`src/rtl/ir_fetch_buffer.sv`:
```
// Instruction register with a prefetch queue: assembles INSTR_W-bit words from
// BUS_W-bit memory beats (MSB first) and issues them under valid/ready.
module ir_fetch_buffer #(
    parameter int INSTR_W = 16,
    parameter int BUS_W   = 4,
    parameter int DEPTH   = 2
) (
    input  logic                       clk,
    input  logic                       reset_n,
    input  logic [BUS_W-1:0]           mem_data,
    input  logic                       mem_valid,
    output logic                       mem_ready,
    input  logic                       flush,
    output logic                       issue_valid,
    input  logic                       issue_ready,
    output logic [INSTR_W-1:0]         instr,
    output logic [3:0]                 OPcode,
    output logic [2:0]                 Rd,
    output logic [2:0]                 Rs1,
    output logic [2:0]                 Rs2,
    output logic [2:0]                 func,
    output logic [5:0]                 imm,
    output logic [11:0]                imm_address,
    output logic [$clog2(DEPTH+1)-1:0] level,
    output logic                       fetch_busy
);

    localparam int BEATS = INSTR_W / BUS_W;
    localparam int CW    = (BEATS > 1) ? $clog2(BEATS) : 1;
    localparam int PW    = (DEPTH > 1) ? $clog2(DEPTH) : 1;
    localparam int LW    = $clog2(DEPTH + 1);

    logic [CW-1:0]      beat_cnt;
    logic [INSTR_W-1:0] asm_q;
    logic [INSTR_W-1:0] push_word;
    logic [INSTR_W-1:0] fifo_q [DEPTH];
    logic [PW-1:0]      wr_ptr;
    logic [PW-1:0]      rd_ptr;
    logic [LW-1:0]      level_q;

    logic last_beat;
    logic full;
    logic accept;
    logic push;
    logic pop;

    assign last_beat = (beat_cnt == CW'(BEATS - 1));
    assign full      = (level_q == LW'(DEPTH));
    assign mem_ready = !flush && !(full && last_beat);
    assign accept    = mem_valid && mem_ready;
    assign push      = accept && last_beat;
    assign pop       = issue_valid && issue_ready && !flush;

    // Shifting each beat in from the LSB end lands beat k in the same slice as
    // a direct indexed write once all BEATS beats have arrived.
    always_comb begin
        push_word = (asm_q << BUS_W) | INSTR_W'(mem_data);
    end

    always_ff @(posedge clk or negedge reset_n) begin
        if (!reset_n) begin
            beat_cnt <= '0;
            asm_q    <= '0;
            wr_ptr   <= '0;
            rd_ptr   <= '0;
            level_q  <= '0;
            for (int unsigned i = 0; i < DEPTH; i++) begin
                fifo_q[i] <= '0;
            end
        end else if (flush) begin
            beat_cnt <= '0;
            asm_q    <= '0;
            wr_ptr   <= '0;
            rd_ptr   <= '0;
            level_q  <= '0;
        end else begin
            if (accept) begin
                asm_q    <= push_word;
                beat_cnt <= last_beat ? '0 : beat_cnt + 1'b1;
            end
            if (push) begin
                fifo_q[wr_ptr] <= push_word;
                wr_ptr <= (wr_ptr == PW'(DEPTH - 1)) ? '0 : wr_ptr + 1'b1;
            end
            if (pop) begin
                rd_ptr <= (rd_ptr == PW'(DEPTH - 1)) ? '0 : rd_ptr + 1'b1;
            end
            case ({push, pop})
                2'b10:   level_q <= level_q + 1'b1;
                2'b01:   level_q <= level_q - 1'b1;
                default: level_q <= level_q;
            endcase
        end
    end

    assign issue_valid = (level_q != '0);
    assign instr       = issue_valid ? fifo_q[rd_ptr] : '0;
    assign level       = level_q;
    assign fetch_busy  = (beat_cnt != '0);

    assign OPcode      = instr[INSTR_W-1  -: 4];
    assign Rd          = instr[INSTR_W-5  -: 3];
    assign Rs1         = instr[INSTR_W-8  -: 3];
    assign Rs2         = instr[INSTR_W-11 -: 3];
    assign func        = instr[INSTR_W-14 -: 3];
    assign imm         = instr[INSTR_W-11 -: 6];
    assign imm_address = instr[INSTR_W-5  -: 12];

endmodule

```
`config.mk`:
```
export PLATFORM = sky130hd
export DESIGN_NAME = ir_fetch_buffer
export DESIGN_NICKNAME = d
export VERILOG_FILES = /design/src/rtl/ir_fetch_buffer.sv
export SDC_FILE = /design/constraint.sdc
export NUM_CORES = 1
export LEC_CHECK = 0
export CELL_PAD_IN_SITES_DETAIL_PLACEMENT = 2
export CELL_PAD_IN_SITES_GLOBAL_PLACEMENT = 2
export CORE_MARGIN = 4
export CORE_UTILIZATION = 32
export DETAILED_ROUTE_END_ITERATION = 16
export PLACE_DENSITY = 0.91
export RECOVER_POWER = 25
export SLEW_MARGIN = 20
export SYNTH_ARGS = -nofsm -noshare
export SYNTH_HDL_FRONTEND = slang
export SYNTH_SLANG_ARGS = --single-unit
```
`constraint.sdc`:
```
create_clock -name clk -period 2.14 [get_ports clk]
set_input_delay 0.535 -clock clk [delete_from_list [all_inputs] [get_ports clk]]
set_output_delay 0.535 -clock clk [all_outputs]
set_load 0.05 [all_outputs]
```
# Word level (Yosys, flattened, before mapping)
# Cells that the tools add are included.
[word_totals] register_bits=50 inputBits=9 output_inout_bits=55 elab_cells=59
[classes] add_sub_neg=5 n_lt_le_gt_ge=3 n_eq_ne=4 muxes=20 bitwise_logic=4 n_reduce_logical=16
[ops] cell="$mux W16" n=5
[ops] cell="$bwmux W32" n=1
[ops] cell="$mux W12" n=2
[ops] cell="$demux W16 S1" n=1
[ops] cell="$or A16 B4 Y16" n=1
[ops] cell="$reduce_bool A2 Y1" n=5
[ops] cell="$mux W2" n=4
[ops] cell="$logic_and A1 B1 Y1" n=7
[ops] cell="$eq A2 B2 Y1 const B" n=3
[ops] cell="$mux W1" n=6
[ops] cell="$add A2 B1 Y2 const B" n=2
[ops] cell="$ge A2 B2 Y1 const B" n=2
[ops] cell="$not A1 Y2" n=2
[ops] cell="$pmux W2 S2" n=1
[ops] cell="$reduce_bool A3 Y1" n=1
[ops] cell="$add A1 B1 Y1 const B" n=2
[ops] cell="$eq A2 B1 Y1 const B" n=1
[ops] cell="$logic_not A1 Y1" n=2
[ops] cell="$lt A2 B1 Y1 const B" n=1
[ops] cell="$reduce_and A2 Y1" n=1
[ops] cell="$sub A2 B1 Y2 const B" n=1
[ops] cell="$not A1 Y1" n=1

# Logic depth before layout (Yosys ltp)
[logic_depth] word_depth=9 mapped_depth=5

# Worst setup path before layout
# No wires, ideal clock.
[synth_timing] path_type="register to output" start="reg level_q[0], in the netlist level[0]" end="out imm[0]" arrival_ps=2283 required_time_ps=1605 slack_ps=-678 path_stages_with_launch=5 path_buffers=2 path_cell_list="dfrtp_1 nor2_1 clkbuf_1 nor2_1 buf_4"
[synth_via] elab_chain_cells=2
[synth_rtl] element="start, declared" line_no="39" rtl="logic [LW-1:0] level_q;"
[synth_rtl] element="start signal, assigned" line_no="89" rtl="2'b10: level_q <= level_q + 1'b1;"
[synth_rtl] element="start signal, assigned" line_no="90" rtl="2'b01: level_q <= level_q - 1'b1;"
[synth_rtl] element="start signal, assigned" line_no="91" rtl="default: level_q <= level_q;"
[synth_rtl] element="$reduce_bool A2 Y1" line_no="96" rtl="assign issue_valid = (level_q != '0);"
[synth_rtl] element="$mux W16" line_no="97" rtl="assign instr = issue_valid ? fifo_q[rd_ptr] : '0;"
[synth_rtl] element="end, declared" line_no="22" rtl="output logic [5:0] imm,"
# No other way between the ends.

# Final worst setup path
[layout_timing] start="in flush" end="out mem_ready"
[layout_via] elab_chain_cells=2
[layout_rtl] element="start, declared" line_no="13" rtl="input logic flush,"
[layout_rtl] element="$logic_not A1 Y1" line_no="49" rtl="assign mem_ready = !flush && !(full && last_beat);"
[layout_rtl] element="$logic_and A1 B1 Y1" line_no="49"
[layout_rtl] element="end, declared" line_no="12" rtl="output logic mem_ready,"
# No other way between the ends.

==> out/results.txt <==
DR WL met2 - 3720 µm
Final Setup Violations - 0
Clk sinks - 50
Kind of critical path - primary input to primary output
Yosys cell types - 27
Fin nets - 264
Peak VDD IR - 0.236 mV
Vias in the first global route - 1955
DP Wirelength - 5080 µm
XOR/XNOR share of the synthesized area - 0.336%
Required time of the critical path - 1.60 ns
Crit path time final - 2.07 ns
Synthesis Warnings - 0
Gr ovfl total - 0
Via count - 1684
Pwr Total - 1880 µW
Slew Viols, Final - 0
Cells after DPL - 348
Die area - 9650 µm²
Adder-cell share of the synthesized area - 0.960%
Post-synthesis sequential area ratio - 48.0%
Final instance area - 3880 µm²
CTS tree - yes
Clock latency on the worst-skew pair - 0.31 ns
Status - complete, no violations
Post-DRT Antenna Nets - 0
First-pass GRT wire length - 10900 µm
Num CTS Buffers - 5
Wire length on met1 - 2720 µm
Synth area leaders - dfrtp_1 (48%), mux2_2 (20%), buf_4 (10%), mux2i_1 (6.1%), nor2b_1 (3.1%)
Synth Area in Simple Gates - 9.27%
Initial Util - 33.4%
Routed WL per cell - 18.8 µm
Fin crit share - 96.8%
Worst hold slack - 0.486 ns
Cell taking the most area after synthesis - dfrtp_1
PortBufs - 63
Crit-path max FO - 21
Reg2Reg Setup Slack - 0.45 ns
Max_slew headroom - 13.5%
Fraction of synthesized area in multiplexers - 26.0%
Ys async rst share - 100%
Dominant synthesized flop cell - dfrtp_1
Synth top cells by count - dfrtp_1 (50), mux2_2 (46), buf_4 (35), nor2_1 (21), mux2i_1 (16)
Initial antenna violation count - 0
Clock transition at path regs - 0.09 ns
Core ar. - 7810 µm²
Most frequent cell after synthesis - dfrtp_1
Post-synth net total - 228
GP Congestion - 0.708
1st-iter DRT viols - 27
Root buf cell - clkbuf_8
Post-Synthesis Cells - 217
Share of layout cells above drive strength 1 - 55.9%
Hold Path Class - primary input to asynchronous set/reset pin
Type of origin of the critical path - primary input
Clock Tree Buf Depth - 2
Final Util - 49.7%
Number of hold violations in the final report - 0
# hold bufs at CTS - 0
PwrDens - 484 nW/µm²
Highest routed layer - met4
Worst slew pin tran - 1.30 ns
Maximum clock frequency - 0.483 GHz
EDFF count, synth - 0
Num rows - 32
Area Overhead vs Synth - 48.9%
Setup Buffers After CTS - 0
Leakage - 0.00164 µW
Largest family of logic cells by synthesized area - multiplexers
# H-tree levels - 2
Placement-stage cell area - 3770 µm²
Die width - 98.2 µm
Largest net degree at the start of global routing - 30
Critical Path AT - 1.54 ns
CP endpoint kind - primary output
Synth Register Bits - 50
Non-filler cells, final - 356
DRC Markers - 0
Worst Reg-to-Reg Cells - 3
WL final - 6690 µm
Maxcap violations - 0
Area fraction of the dominant cell type after synthesis - 48.0%
N_diodes - 0
Vias per Instance - 4.73
Unrepaired setup endpoints after global routing - false
I/O pins - 64
Mapped Area - 2610 µm²
Global-route usage over all layers - 14.2%
Fillers - 738
Mapped Avg Cell Area - 12.0 µm²
Metal3 WL - 198 µm
Compound-Gate Fraction of Synth Area - 2.78%
Worst clock skew - 0.00806 ns
Die Y-Extent - 98.2 µm
Number of iterations in the first detailed-routing pass - 4
==> kinds of logic after synthesis <==
logic type               after synthesis
AO/OA/AOI/OAI                         11
XOR/XNOR                               1
AND/OR/NAND/NOR                       43
flip-flops                            50
buffers and inverters                 48
adder cells (fa/ha/maj)                2
multiplexers                          62
==> area by class of cell <==
cell class              count  area (µm²)  share of cell area [%]
flip-flops and latches     50        1250                    32.3
repair buffers             72        1240                    32.0
multi-input cells         119        1150                    29.5
well taps                 102         128                    3.29
clock buffers               7        86.3                    2.23
inverters                   5        18.8                   0.484
clock inverters             1        5.00                   0.129
==> registers in the layout (all words and copies together) (netlist names) <==
register / flops
fifo_q: 32
wr_ptr: 1
asm_q: 12
beat_cnt: 2
level: 2
rd_ptr: 1
==> layout by cell type, fill, tap and decap left out, drive strengths merged <==
cell           instances
a31oi                  2
mux2i                 16
or2b                   1
nor2                  21
nand2                  3
a21boi                 1
mux2                  46
buf                   64
clkinv                 1
o21bai                 1
a21oi                  2
dfrtp                 50
inv                    5
nor2b                 14
xor2                   1
clkbuf                 8
or3                    1
a21o                   1
nor4b                  1
clkdlybuf4s50          7
o2111ai                1
nand3b                 1
o31ai                  1
o21ai                  2
nor3                   1
ha                     2
==> final timing paths <==
kind / startpoint / endpoint
worst max-delay path: flush / mem_ready
worst min-delay path: reset_n / wr_ptr$_DFFE_PN0P_
worst max register to register: level[0]$_DFFE_PN0P_ / asm_q[4]$_DFFE_PN0P_
worst min register to register: fifo_q[15]$_DFFE_PN0P_ / fifo_q[15]$_DFFE_PN0P_
max in group asynchronous: reset_n / level[0]$_DFFE_PN0P_
min in group clk: fifo_q[15]$_DFFE_PN0P_ / fifo_q[15]$_DFFE_PN0P_
==> per-stage QoR <==
step	setup slack (ns)	TNS [ns]
finish	0.0688	0
CTS	0.0301	0
detailed placement	-0.215	-5.23
global route	0.00318	0
floorplan	0.0101	0
global placement	-0.124	-2.73
==> what timing repair did <==
action | in CTS | in global routing
endpoints found under the setup margin | 4 | 8
resized for setup | 1 | 3
hold endpoints to repair | 0 | 0
==> where the power goes <==
| group | switching (µW) | internal [µW] |
|---|---|---|
| logic | 143 | 117 |
| clock network | 312 | 262 |
| registers | 42.0 | 1000 |
| total | 497 | 1380 |
==> worst max-delay path, stage by stage <==
cell and delay (ns):
clkdlybuf4s50_1 0.43, buf_4 0.23, a21oi_2 0.19, buf_12 0.16
==> per-layer routing <==
layer	global-route usage [%]	vias up
li1	-	775
met1	16.9	866
met2	26.4	37
met3	2.29	6
met4	3.78	0
met5	0	-
(Power assumes the default switching activity.)
